## src/rtl/if_fetch_stage_pkg.sv

```systemverilog
// Shared types and constants for the instruction-fetch stage.
// RESET_PC_DEFAULT and INSTR_NOP are also used by benches driving the stage.
package if_fetch_stage_pkg;

  localparam logic [31:0] RESET_PC_DEFAULT = 32'h0000_3000;
  localparam logic [31:0] INSTR_NOP        = 32'h0000_0000;

  typedef struct packed {
    logic [31:0] pc;
    logic [31:0] instr;
  } fetch_entry_t;

  function automatic logic [31:0] word_align(input logic [31:0] addr);
    return addr & 32'hFFFF_FFFC;
  endfunction

endpackage

```

## src/rtl/if_fetch_stage_if.sv

```systemverilog
// Fetch-stage bus bundle: imem request/response channel plus the IF/ID handoff.
// master = fetch stage side, slave = imem + decode side.
interface if_fetch_stage_if;

  logic        imem_req_valid;
  logic        imem_req_ready;
  logic [31:0] imem_req_addr;
  logic        imem_rsp_valid;
  logic [31:0] imem_rsp_data;
  logic        id_valid;
  logic        id_ready;
  logic [31:0] id_pc;
  logic [31:0] id_pcplus4;
  logic [31:0] id_instr;

  modport master (
    output imem_req_valid, imem_req_addr,
    input  imem_req_ready, imem_rsp_valid, imem_rsp_data,
    output id_valid, id_pc, id_pcplus4, id_instr,
    input  id_ready
  );

  modport slave (
    input  imem_req_valid, imem_req_addr,
    output imem_req_ready, imem_rsp_valid, imem_rsp_data,
    input  id_valid, id_pc, id_pcplus4, id_instr,
    output id_ready
  );

endinterface

```

## src/rtl/if_fetch_stage_fetch_fifo.sv

```systemverilog
// DEPTH-entry synchronous FIFO of {pc, instr} toward decode; flush empties it in one cycle.
// Head is read straight from the storage array so a push is visible the next cycle.
module fetch_fifo
  import if_fetch_stage_pkg::*;
#(
  parameter int DEPTH = 2
) (
  input  logic                       clk,
  input  logic                       rst,
  input  logic                       flush,
  input  logic                       push,
  input  fetch_entry_t               push_data,
  input  logic                       pop,
  output fetch_entry_t               head,
  output logic [$clog2(DEPTH):0]     count,
  output logic                       full,
  output logic                       empty
);

  localparam int AW = $clog2(DEPTH);
  localparam int CW = AW + 1;

  fetch_entry_t  mem [DEPTH];
  logic [AW-1:0] wr_ptr_reg;
  logic [AW-1:0] rd_ptr_reg;
  logic [CW-1:0] count_reg;

  always_ff @(posedge clk) begin
    if (push && !flush) begin
      mem[wr_ptr_reg] <= push_data;
    end
  end

  // DEPTH is a power of two, so the pointers wrap on their own.
  always_ff @(posedge clk) begin
    if (rst || flush) begin
      wr_ptr_reg <= '0;
      rd_ptr_reg <= '0;
      count_reg  <= '0;
    end else begin
      if (push) begin
        wr_ptr_reg <= wr_ptr_reg + AW'(1);
      end
      if (pop) begin
        rd_ptr_reg <= rd_ptr_reg + AW'(1);
      end
      count_reg <= count_reg + CW'(push) - CW'(pop);
    end
  end

  assign head  = mem[rd_ptr_reg];
  assign count = count_reg;
  assign full  = (count_reg == CW'(DEPTH));
  assign empty = (count_reg == '0);

endmodule

```

## src/rtl/if_fetch_stage.sv

```systemverilog
// Instruction-fetch stage: owns the PC, issues credit-limited in-order imem fetches,
// buffers returned words toward decode and squashes wrong-path fetches on redirect.
module if_fetch_stage
  import if_fetch_stage_pkg::*;
#(
  parameter logic [31:0] RESET_PC = RESET_PC_DEFAULT,
  parameter int          DEPTH    = 2
) (
  input  logic               clk,
  input  logic               rst,
  input  logic               redirect_valid,
  input  logic [31:0]        redirect_pc,
  if_fetch_stage_if.master   bus
);

  localparam int CW = $clog2(DEPTH) + 1;

  logic [31:0]   pc_reg;
  logic [31:0]   rsp_pc_reg;
  logic [31:0]   redirect_target;
  logic [CW-1:0] outstanding_reg;
  logic [CW-1:0] drop_cnt_reg;
  logic [CW-1:0] fifo_count;
  logic          fifo_full;
  logic          fifo_empty;
  logic          req_fire;
  logic          rsp_keep;
  logic          id_fire;
  fetch_entry_t  push_entry;
  fetch_entry_t  fifo_head;

  assign redirect_target = word_align(redirect_pc);

  // Credits cover both in-flight requests and buffered words, so a response always has room.
  assign bus.imem_req_valid = !rst && !redirect_valid && (drop_cnt_reg == '0)
                              && ((outstanding_reg + fifo_count) < CW'(DEPTH));
  assign bus.imem_req_addr  = pc_reg;
  assign req_fire           = bus.imem_req_valid && bus.imem_req_ready;
  assign rsp_keep           = bus.imem_rsp_valid && !redirect_valid && (drop_cnt_reg == '0);

  assign bus.id_valid   = !rst && !redirect_valid && !fifo_empty;
  assign id_fire        = bus.id_valid && bus.id_ready;
  assign bus.id_pc      = fifo_head.pc;
  assign bus.id_pcplus4 = fifo_head.pc + 32'd4;
  assign bus.id_instr   = fifo_head.instr;

  assign push_entry = '{pc: rsp_pc_reg, instr: bus.imem_rsp_data};

  fetch_fifo #(.DEPTH(DEPTH)) u_fetch_fifo (
    .clk       (clk),
    .rst       (rst),
    .flush     (redirect_valid),
    .push      (rsp_keep),
    .push_data (push_entry),
    .pop       (id_fire),
    .head      (fifo_head),
    .count     (fifo_count),
    .full      (fifo_full),
    .empty     (fifo_empty)
  );

  // rsp_pc_reg is the PC of the next kept response: requests within one epoch are
  // sequential and responses arrive in order, so it only ever steps by 4 or jumps on redirect.
  always_ff @(posedge clk) begin
    if (rst) begin
      pc_reg          <= RESET_PC;
      rsp_pc_reg      <= RESET_PC;
      outstanding_reg <= '0;
      drop_cnt_reg    <= '0;
    end else begin
      assert (!(bus.imem_rsp_valid && fifo_full));
      outstanding_reg <= outstanding_reg + CW'(req_fire) - CW'(bus.imem_rsp_valid);
      if (redirect_valid) begin
        pc_reg       <= redirect_target;
        rsp_pc_reg   <= redirect_target;
        drop_cnt_reg <= outstanding_reg - CW'(bus.imem_rsp_valid);
      end else begin
        if (req_fire) begin
          pc_reg <= pc_reg + 32'd4;
        end
        if (rsp_keep) begin
          rsp_pc_reg <= rsp_pc_reg + 32'd4;
        end else if (bus.imem_rsp_valid) begin
          drop_cnt_reg <= drop_cnt_reg - CW'(1);
        end
      end
    end
  end

endmodule

```

## src/flat_wrapper.sv

```systemverilog
// flat-port wrapper written by rule: the top's interface ports become plain ports
module if_fetch_stage_flat import if_fetch_stage_pkg::*;
#(
  parameter logic [31:0] RESET_PC = RESET_PC_DEFAULT,
  parameter int          DEPTH    = 2
)
  (clk, rst, redirect_valid, redirect_pc, bus_imem_req_valid, bus_imem_req_addr, bus_imem_req_ready, bus_imem_rsp_valid, bus_imem_rsp_data, bus_id_valid, bus_id_pc, bus_id_pcplus4, bus_id_instr, bus_id_ready);
  if_fetch_stage_if bus_i ();
  input  logic clk;
  input  logic rst;
  input  logic redirect_valid;
  input  logic [31:0] redirect_pc;
  output wire logic [$bits(bus_i.imem_req_valid)-1:0] bus_imem_req_valid;
  output wire logic [$bits(bus_i.imem_req_addr)-1:0] bus_imem_req_addr;
  input wire logic [$bits(bus_i.imem_req_ready)-1:0] bus_imem_req_ready;
  input wire logic [$bits(bus_i.imem_rsp_valid)-1:0] bus_imem_rsp_valid;
  input wire logic [$bits(bus_i.imem_rsp_data)-1:0] bus_imem_rsp_data;
  output wire logic [$bits(bus_i.id_valid)-1:0] bus_id_valid;
  output wire logic [$bits(bus_i.id_pc)-1:0] bus_id_pc;
  output wire logic [$bits(bus_i.id_pcplus4)-1:0] bus_id_pcplus4;
  output wire logic [$bits(bus_i.id_instr)-1:0] bus_id_instr;
  input wire logic [$bits(bus_i.id_ready)-1:0] bus_id_ready;
  assign bus_imem_req_valid = bus_i.imem_req_valid;
  assign bus_imem_req_addr = bus_i.imem_req_addr;
  assign bus_i.imem_req_ready = bus_imem_req_ready;
  assign bus_i.imem_rsp_valid = bus_imem_rsp_valid;
  assign bus_i.imem_rsp_data = bus_imem_rsp_data;
  assign bus_id_valid = bus_i.id_valid;
  assign bus_id_pc = bus_i.id_pc;
  assign bus_id_pcplus4 = bus_i.id_pcplus4;
  assign bus_id_instr = bus_i.id_instr;
  assign bus_i.id_ready = bus_id_ready;
  if_fetch_stage #(.RESET_PC(RESET_PC), .DEPTH(DEPTH)) u_core (.clk(clk), .rst(rst), .redirect_valid(redirect_valid), .redirect_pc(redirect_pc), .bus(bus_i));
endmodule
```

## config.mk

```make
export PLATFORM = sky130hd
export DESIGN_NAME = if_fetch_stage_flat
export DESIGN_NICKNAME = d
export VERILOG_FILES = /design/src/rtl/if_fetch_stage_pkg.sv /design/src/rtl/if_fetch_stage_if.sv /design/src/rtl/if_fetch_stage_fetch_fifo.sv /design/src/rtl/if_fetch_stage.sv /design/src/flat_wrapper.sv
export SDC_FILE = /design/constraint.sdc
export NUM_CORES = 1
export LEC_CHECK = 0
export BUFFER_PORTS_ARGS = -buffer_cell sky130_fd_sc_hd__buf_2
export CAP_MARGIN = 20
export CORE_MARGIN = 8
export CORE_UTILIZATION = 50
export DETAILED_ROUTE_END_ITERATION = 8
export HOLD_SLACK_MARGIN = 0.1
export PLACE_DENSITY = 0.85
export SLEW_MARGIN = 10
export SYNTH_ARGS = -nofsm -noshare
export SYNTH_HDL_FRONTEND = slang
export SYNTH_HIERARCHICAL = 1
export SYNTH_SLANG_ARGS = --single-unit
```

## constraint.sdc

```tcl
create_clock -name clk -period 8.09 [get_ports clk]
set_clock_uncertainty 0.2 [all_clocks]
set_input_delay 1.618 -clock clk [delete_from_list [all_inputs] [get_ports clk]]
set_output_delay 1.618 -clock clk [all_outputs]
set_load 0.005 [all_outputs]
```

==> metrics <==
DR WL/cell=18.39 microns; htree depth=4; vias in the first global route=6,375; P_int=1595 uW; Max stage delay on crit path=930 ps; ratio of cells with drive above 1 in the final layout=0.3266; maxcap violations=0; dpl ws=2751 ps; Placer Congestion=0.8810; max reg flops=128; DP HPWL=15,480 microns; PwrDens=194.7 nW/um^2; GR Util All Layers=0.1822; Synth Area per Inst=12.48 sq um; ANT cells=0; worst reg-to-reg setup slack=4830 ps; Cells after Synth=742; Root Driver=clkbuf_16; worst rel slew slack=0.2493; Max VDD drop=0.1471 mV; chip width=152.1 microns; Clock transition at path regs=70 ps; Syn Std Cell Area=9260 sq um; crit-path cells=buf_4 > mux2_4 > and4_1 > nand3_1 > nor3_1 > nand3_1 > xnor2_1 > buf_2; Hold WS=292.1 ps; post_cts resized=0; Crit-path slowest cell=nor3_1; total gr overflow=0; initial antenna violation count=0; maximum operating frequency=171.8 MHz; PortBufs=195; drt drc=0; Tightest Pin Transition=1117 ps; CTS buffer count=17; power share of the clock group=0.378; Ports=200; Req. time, crit path=6270 ps; final hold violation count=0; r2r startpoint=u_core/drop_cnt_reg[0]; post-layout util=0.6026; Comb power frac=0.083; FF+latch area=5229 sq um; Nets=1,009; HP Start=u_core/rsp_pc_reg[31]; Worst Hold Class=register to register; Post-Route WL=21,560 microns; Worst Setup End Kind=output pin; Die ar.=23,130 sq um; fin cells=1,172; met2 WL=9973 microns; largest net degree at the start of global routing=68; startpoint class of the critical path=register; Leakage=0.004232 uW; Final ANT Viol Nets=0; top sig layer=met4; Chip Height=152.1 microns; worst setup margin=2271 ps; CTS tree=yes; Final Critical Period=5819 ps; most frequent CP cell=nand3_1; Setup CP Type=register to output pin; period utilisation layout=0.7193; multi-input logic area=3686 sq um; metal1 wirelength=9825 microns; number of fill cells in the layout=1,451; sequential power share=0.538; setup tns final=0 ps; CTS Sinks=197; CP max FO=39; DR iter-0 viols=467; Net Switching=527.2 uW; drt pass-1 iters=5; metal3 WL=1484 microns; RSZ-0062 raised after global routing=no; area delta synth->final=17.69%; clk buf depth=2; hold-fix buffer count after cts=0; CP arrival=4000 ps; # Post-CTS Setup Buffers=0; worst skew pair latency=430 ps; first-pass GRT wire length=34,210 microns; switching share of total power=0.2485; vias=6,600; status=finished, final reports clean; final setup fails=0; # rows=49; initial core utilization=0.5120; DR vias/cell=5.631; Core Area=18,090 sq um; Ys Warns=6; max-slew violation count=0; DP Cell Count=1,140
[cell type report]
cell class	instances	share of cell area
sequential	197	0.4798
multi-input combinational	483	0.3382
timing repair buffer	202	0.09437
clock buffer	17	0.03904
tap	229	0.02629
clock inverter	15	0.01228
inverter	29	0.009988
[final timing paths]
check                                                      end  cells after the start
worst max register to register       u_core/outstanding_reg[0]                      9
worst max-delay path                        bus_id_pcplus4[27]                      8
worst min register to register  u_core/u_fetch_fifo/mem[1][63]                      0
worst min-delay path            u_core/u_fetch_fifo/mem[1][63]                      0
[stage by stage]
stage	power (uW)	instance area (sq um)
2_1_floorplan	1264	9279
3_3_place_gp	1332	10340
4_1_cts	2139	10900
3_5_place_dp	1341	10340
5_1_grt	2201	10900
6_report	2122	10900
[worst max-delay path: cells and delay by family (launching register included)]
kind | cells | cell delay, ps
flops | 1 | 670
simple gates | 4 | 1560
mux | 1 | 310
buf+inv | 2 | 810
xor+xnor | 1 | 200
[layout by cell type (no fill, tap or decap), drive strengths merged, types with 21 or more instances in the layout]
cell      n
edfxtp  128
dfxtp    69
nand2    42
inv      38
mux2     64
xor2     32
and3     21
xnor2    37
buf     202
nand4    26
nor2     38
nand3    35
[power by group through the flow]
stage	Clock, uW	Combinational, uW	Sequential [uW]
5_1_grt	859	195	1150
3_5_place_dp	0	177	1160
2_1_floorplan	0	108	1160
3_3_place_gp	0	171	1160
4_1_cts	819	178	1140
6_report	802	177	1140
[routing by layer]
layer | global-route usage | up-vias
li1 | - | 3148
met1 | 0.2410 | 3129
met2 | 0.2895 | 298
met3 | 0.04736 | 25
met4 | 0.05378 | 0
met5 | 0 | -
No activity file was read; power rests on OpenSTA's default activity.
